$ cat src/rtl/bitor20_arbiter.sv
// Round-robin arbiter sharing one WIDTH-bit bitwise-OR unit between two requesters.
// Optional macro BITOR_ARB_STATS_EN adds saturating per-requester grant counters cnt0/cnt1.
module bitor20_arbiter #(
  parameter int WIDTH = 20,
  parameter int CNT_W = 8
) (
  input  logic             clk,
  input  logic             rst,
  input  logic             req0,
  input  logic [WIDTH-1:0] a0,
  input  logic [WIDTH-1:0] b0,
  output logic             gnt0,
  input  logic             req1,
  input  logic [WIDTH-1:0] a1,
  input  logic [WIDTH-1:0] b1,
  output logic             gnt1,
  output logic             rsp_valid,
  output logic             rsp_id,
  output logic [WIDTH-1:0] rsp_data,
  input  logic             rsp_ack,
  output logic             busy
`ifdef BITOR_ARB_STATS_EN
  ,
  output logic [CNT_W-1:0] cnt0,
  output logic [CNT_W-1:0] cnt1
`endif
);

  typedef enum logic [1:0] {
    IDLE = 2'd0,
    EXEC = 2'd1,
    RESP = 2'd2
  } state_t;

  state_t           state_q, state_d;
  logic             gnt0_q, gnt0_d;
  logic             gnt1_q, gnt1_d;
  logic             rsp_valid_q, rsp_valid_d;
  logic             rsp_id_q, rsp_id_d;
  logic [WIDTH-1:0] rsp_data_q, rsp_data_d;
  logic [WIDTH-1:0] opa_q, opa_d;
  logic [WIDTH-1:0] opb_q, opb_d;
  logic             win_q, win_d;
  logic             last_q, last_d;
  logic             win_s;

  // On a tie the requester that did not win last time is chosen
  assign win_s = req1 & (~req0 | ~last_q);

  // Next-state and registered-output decode
  always_comb begin
    state_d     = state_q;
    gnt0_d      = 1'b0;
    gnt1_d      = 1'b0;
    rsp_valid_d = rsp_valid_q;
    rsp_id_d    = rsp_id_q;
    rsp_data_d  = rsp_data_q;
    opa_d       = opa_q;
    opb_d       = opb_q;
    win_d       = win_q;
    last_d      = last_q;
    case (state_q)
      IDLE: begin
        if (req0 | req1) begin
          win_d   = win_s;
          opa_d   = win_s ? a1 : a0;
          opb_d   = win_s ? b1 : b0;
          gnt0_d  = ~win_s;
          gnt1_d  = win_s;
          state_d = EXEC;
        end else begin
          state_d = IDLE;
        end
      end
      EXEC: begin
        rsp_data_d  = opa_q | opb_q;
        rsp_id_d    = win_q;
        rsp_valid_d = 1'b1;
        state_d     = RESP;
      end
      RESP: begin
        if (rsp_ack) begin
          rsp_valid_d = 1'b0;
          last_d      = win_q;
          state_d     = IDLE;
        end else begin
          state_d = RESP;
        end
      end
      default: begin
        state_d = IDLE;
      end
    endcase
  end

  // State and output registers with synchronous reset
  always_ff @(posedge clk) begin
    if (rst) begin
      state_q     <= IDLE;
      gnt0_q      <= 1'b0;
      gnt1_q      <= 1'b0;
      rsp_valid_q <= 1'b0;
      rsp_id_q    <= 1'b0;
      rsp_data_q  <= {WIDTH{1'b0}};
      opa_q       <= {WIDTH{1'b0}};
      opb_q       <= {WIDTH{1'b0}};
      win_q       <= 1'b0;
      last_q      <= 1'b1;
    end else begin
      state_q     <= state_d;
      gnt0_q      <= gnt0_d;
      gnt1_q      <= gnt1_d;
      rsp_valid_q <= rsp_valid_d;
      rsp_id_q    <= rsp_id_d;
      rsp_data_q  <= rsp_data_d;
      opa_q       <= opa_d;
      opb_q       <= opb_d;
      win_q       <= win_d;
      last_q      <= last_d;
    end
  end

  assign gnt0      = gnt0_q;
  assign gnt1      = gnt1_q;
  assign rsp_valid = rsp_valid_q;
  assign rsp_id    = rsp_id_q;
  assign rsp_data  = rsp_data_q;
  assign busy      = (state_q != IDLE);

`ifdef BITOR_ARB_STATS_EN
  localparam logic [CNT_W-1:0] CNT_MAX = {CNT_W{1'b1}};
  localparam logic [CNT_W-1:0] CNT_ONE = {{(CNT_W-1){1'b0}}, 1'b1};

  logic [CNT_W-1:0] cnt0_q, cnt0_d;
  logic [CNT_W-1:0] cnt1_q, cnt1_d;

  // Saturating grant counters, bumped on the edge that raises the grant
  always_comb begin
    cnt0_d = cnt0_q;
    cnt1_d = cnt1_q;
    if (gnt0_d && (cnt0_q != CNT_MAX)) begin
      cnt0_d = cnt0_q + CNT_ONE;
    end else begin
      cnt0_d = cnt0_q;
    end
    if (gnt1_d && (cnt1_q != CNT_MAX)) begin
      cnt1_d = cnt1_q + CNT_ONE;
    end else begin
      cnt1_d = cnt1_q;
    end
  end

  // Counter registers
  always_ff @(posedge clk) begin
    if (rst) begin
      cnt0_q <= {CNT_W{1'b0}};
      cnt1_q <= {CNT_W{1'b0}};
    end else begin
      cnt0_q <= cnt0_d;
      cnt1_q <= cnt1_d;
    end
  end

  assign cnt0 = cnt0_q;
  assign cnt1 = cnt1_q;
`endif

endmodule
$ cat config.mk
export PLATFORM = sky130hd
export DESIGN_NAME = bitor20_arbiter
export DESIGN_NICKNAME = d
export VERILOG_FILES = /design/src/rtl/bitor20_arbiter.sv
export SDC_FILE = /design/constraint.sdc
export NUM_CORES = 1
export LEC_CHECK = 0
export CAP_MARGIN = 0
export CELL_PAD_IN_SITES_DETAIL_PLACEMENT = 1
export CELL_PAD_IN_SITES_GLOBAL_PLACEMENT = 1
export CORE_ASPECT_RATIO = 1.1
export CORE_MARGIN = 3
export CORE_UTILIZATION = 34
export CTS_CLUSTER_DIAMETER = 200
export DETAILED_ROUTE_END_ITERATION = 16
export HOLD_SLACK_MARGIN = 0.02
export PLACE_DENSITY = 0.92
export SYNTH_ARGS = -nofsm -noshare
export SYNTH_HDL_FRONTEND = slang
export SYNTH_SLANG_ARGS = --single-unit
$ cat constraint.sdc
create_clock -name clk -period 2.9 [get_ports clk]
set_input_delay 0.725 -clock clk [delete_from_list [all_inputs] [get_ports clk]]
set_output_delay 0.725 -clock clk [all_outputs]
set_load 0.02 [all_outputs]
==> qor.log <==
qor: logic_synthesis.ys_types 26
qor: worst_setup_path.critical_path_class flip-flop to primary output
qor: sta.report.final.hold_viol_count 0
qor: sta.report.final.setup_viol 0
qor: floorplan.die_y 101 um
qor: floorplan.fp.dieArea 9340 um^2
qor: logic_synthesis.synth_area 2790 um^2
qor: route.detailedRoute.firstIterationViolations 126
qor: place.gp_congestion 0.766
qor: route.detail_route.drc_violations 0
qor: route.via_per_inst 5.24
qor: logic_synthesis.ys_top_cells_by_area sky130_fd_sc_hd__dfxtp_1 (49%), sky130_fd_sc_hd__a221o_1 (14%), sky130_fd_sc_hd__nor3_1 (7.2%), sky130_fd_sc_hd__nor2_1 (5.6%), sky130_fd_sc_hd__a211oi_1 (5.4%)
qor: floorplan.die_x 92.4 um
qor: worst_setup_path.crit_path_end_kind primary output
qor: clock_tree.cts.clk_slew.worst_paths 80 ps
qor: clock_tree.cts-hold-fix-buffers 0
qor: logic_synthesis.synth-edff-count 0
qor: outcome.status complete, no violations
qor: logic_synthesis.ys_top_cells_by_count sky130_fd_sc_hd__dfxtp_1 (68), sky130_fd_sc_hd__nor2_1 (42), sky130_fd_sc_hd__a221o_1 (40), sky130_fd_sc_hd__nand2_1 (40), sky130_fd_sc_hd__nor3_1 (40)
qor: route.route.detailed.wl_per_inst 17.7 um
qor: clock_tree.clkSinkCount 68
qor: place.area_post_placement 3920 um^2
qor: logic_synthesis.ys_dominant_reg_cell sky130_fd_sc_hd__dfxtp_1
qor: floorplan.rows 34
qor: clock_tree.cts-htree-levels 3
qor: global_routing.gr_layer_usage_met1 21.6%
qor: global_routing.number_of_antenna_violations_at_the_first_check_in_global_routing 0
qor: worst_setup_path.worst-endpoint-required 2170 ps
qor: logic_synthesis.combinational_family_with_the_most_area_after_synthesis compound AO/OA/AOI/OAI gates
qor: logic_synthesis.multiplexer_fraction_of_the_synthesized_cell_area 0.761%
qor: final_layout.finish.utilization 52.3%
qor: final_layout.final_area 4160 um^2
qor: sta.fin_crit 2500 ps
qor: logic_synthesis.synth_area_leader_cell sky130_fd_sc_hd__dfxtp_1
qor: pwr.leakage 0.00157 uW
qor: sta.fin_skew 13.3 ps
qor: pwr.max-vdd-ir-drop 0.000238 V
qor: global_routing.grt_util_met2 37.7%
qor: hold_path.min-delay-path-class flip-flop to flip-flop
qor: worst_setup_path.reg2reg_setup_slack 850 ps
qor: place.port-buffer-count 109
qor: sta.fin_hold_ws 487 ps
qor: worst_setup_path.worst-endpoint-arrival 1770 ps
qor: route.drt-total-wl 9090 um
qor: final_layout.fillCellCount 919
qor: logic_synthesis.synth_simple_gate_area_share 19.8%
qor: sta.post-route-period-util 86.2%
qor: logic_synthesis.synthMostInstantiatedCell sky130_fd_sc_hd__dfxtp_1
qor: final_layout.ff_latch_area 1360 um^2
qor: sta.max_slew.worst_pin.slew 1110 ps
qor: clock_tree.clock_tree_from_tritoncts built
qor: floorplan.floorplan.initialDensity 35.1%
qor: global_routing.global_route.usage.total 19.8%
qor: route.drt-pass1-iter-count 4
qor: sta.rsz0062_at_grt false
qor: sta.tns 0 ps
qor: logic_synthesis.synth_area_per_cell 9.19 um^2
qor: final_layout.areaGrowthSynthToFinish 48.9%
qor: logic_synthesis.yosys.area.top_type_share 48.7%
qor: clock_tree.max-clock-path-buffers 2
qor: clock_tree.post_cts_setup_bufs 0
qor: floorplan.pin_count 110
qor: global_routing.globalRoute.totalOverflow 0
qor: clock_tree.cts_repair_resize_count 0
qor: sta.slew-limit-headroom 25.8%
qor: final_layout.drive_above_1_share 6.91%
qor: logic_synthesis.synth_xor_xnor_area_share 0%
qor: worst_setup_path.critical_path_peak_fanout 4
qor: place.dp_hpwl 6340 um
qor: final_layout.design.final.nets 489
qor: place.pre_cts_ws 206 ps
qor: global_routing.grt_most_used_layer met2
qor: route.remaining_antenna_violation_count_after_routing 0
qor: sta.final.setup.worst_slack 401 ps
qor: final_layout.antennaDiodeCount 0
qor: logic_synthesis.syn-instance-count 304
qor: logic_synthesis.part_of_the_yosys_area_used_for_sequential_elements 48.7%
qor: global_routing.grt.met3_usage 4.26%
qor: floorplan.core_area 7960 um^2
qor: clock_tree.number_of_clock_buffers_inserted_by_tritoncts 9
qor: route.vias 2,689
qor: logic_synthesis.synth_adder_area_share 1.79%
qor: clock_tree.clock_tree.root_cell sky130_fd_sc_hd__clkbuf_8
qor: logic_synthesis.mappedNetlistNets 393
qor: logic_synthesis.async_flop_share 0%
qor: global_routing.pin_count_of_the_biggest_net_entering_global_routing 43
qor: sta.max_freq 400 MHz
qor: global_routing.grt_pass1_vias 2,880
qor: logic_synthesis.synth-seq-cells 68
qor: logic_synthesis.yosys_warnings 0
qor: clock_tree.clk-insertion-delay-late 340 ps
qor: logic_synthesis.synth_compound_area_share 22.1%
qor: global_routing.wire_length_of_the_first_global_routing_pass 14,400 um
qor: worst_setup_path.worstSetupStartpointType flip-flop
qor: pwr.cellPowerDensity 611 nW/um^2
qor: final_layout.multi_input_area 1260 um^2
qor: job.cap_viol_max_count 0
qor: sta.timing_max_transition_violations_final 0
-- flip-flops by register name, summed over array words and instances, names as in the netlist --
| signal | cells |
|---|---|
| gnt1 | 1 |
| win_q | 1 |
| last_q | 1 |
| rsp_valid | 1 |
| rsp_id | 1 |
| opa_q | 20 |
| state_q | 2 |
| opb_q | 20 |
| rsp_data | 20 |
| gnt0 | 1 |
-- critical path, cell delays in order (launching register included) --
cell                              delay (ps)
sky130_fd_sc_hd__dfxtp_1                 360
sky130_fd_sc_hd__inv_1                   100
sky130_fd_sc_hd__ha_1                    300
sky130_fd_sc_hd__inv_1                    80
sky130_fd_sc_hd__clkdlybuf4s50_1         590
-- path summary, 6_finish.rpt --
check,start,to,cells after the start
worst max-delay path,state_q[0],busy,4
worst min-delay path,rsp_data[10],rsp_data[10],2
worst max register to register,state_q[0],opb_q[5],4
worst min register to register,rsp_data[10],rsp_data[10],2
-- placed cells by master, fill, tap and decap left out, drive strengths merged --
cell,synthesis,layout
mux2,1,1
a21o,1,1
a211oi,21,21
a311o,1,1
nor3b,1,1
nor2b,2,2
nand2b,2,2
or2,1,1
clkdlybuf4s50,0,108
buf,17,8
clkbuf,14,10
bufinv,0,3
a221o,40,40
clkinv,0,3
mux2i,1,1
ha,4,4
inv,4,4
a311oi,1,1
nor2,42,42
nor3,40,40
a21boi,1,1
a21oi,2,2
dfxtp,68,68
nand2,40,40
-- per-layer routing --
metal  part of all wire (%)  up-vias
met5                      0        -
met4                    1.5        0
met3                    4.0       13
met2                     54       62
met1                     40     1317
li1                       -     1297
-- where the power goes --
group	internal, uW	switching (uW)	total (uW)	leakage, uW
registers	1030	59.5	1090	0.000560
logic	268	242	510	0.000893
clock network	573	370	944	0.000120
total	1870	672	2540	0.00157
-- kinds of logic after synthesis --
logic type / after synthesis
buffers and inverters: 35
multiplexers: 2
AO/OA/AOI/OAI: 67
AND/OR/NAND/NOR: 128
flip-flops: 68
adder cells (fa/ha/maj): 4
-- metrics by stage --
step                      std cells  total power [uW]
after detailed placement        497              1620
after floorplan                 304              1360
after global routing            513              2660
final                           513              2540
after CTS                       513              2560
after global placement          497              1590
-- final cells by class --
cell class                      count  share of cell area, %
Multi-Input combinational cell    201                   30.2
Clock inverter                      6                   2.71
Clock buffer                       10                   3.07
Inverter                            4                  0.361
Tap cell                          108                   3.25
Sequential cell                    68                   32.7
Timing Repair Buffer              116                   27.7
Note: power is estimated with default switching activity, not from simulation.
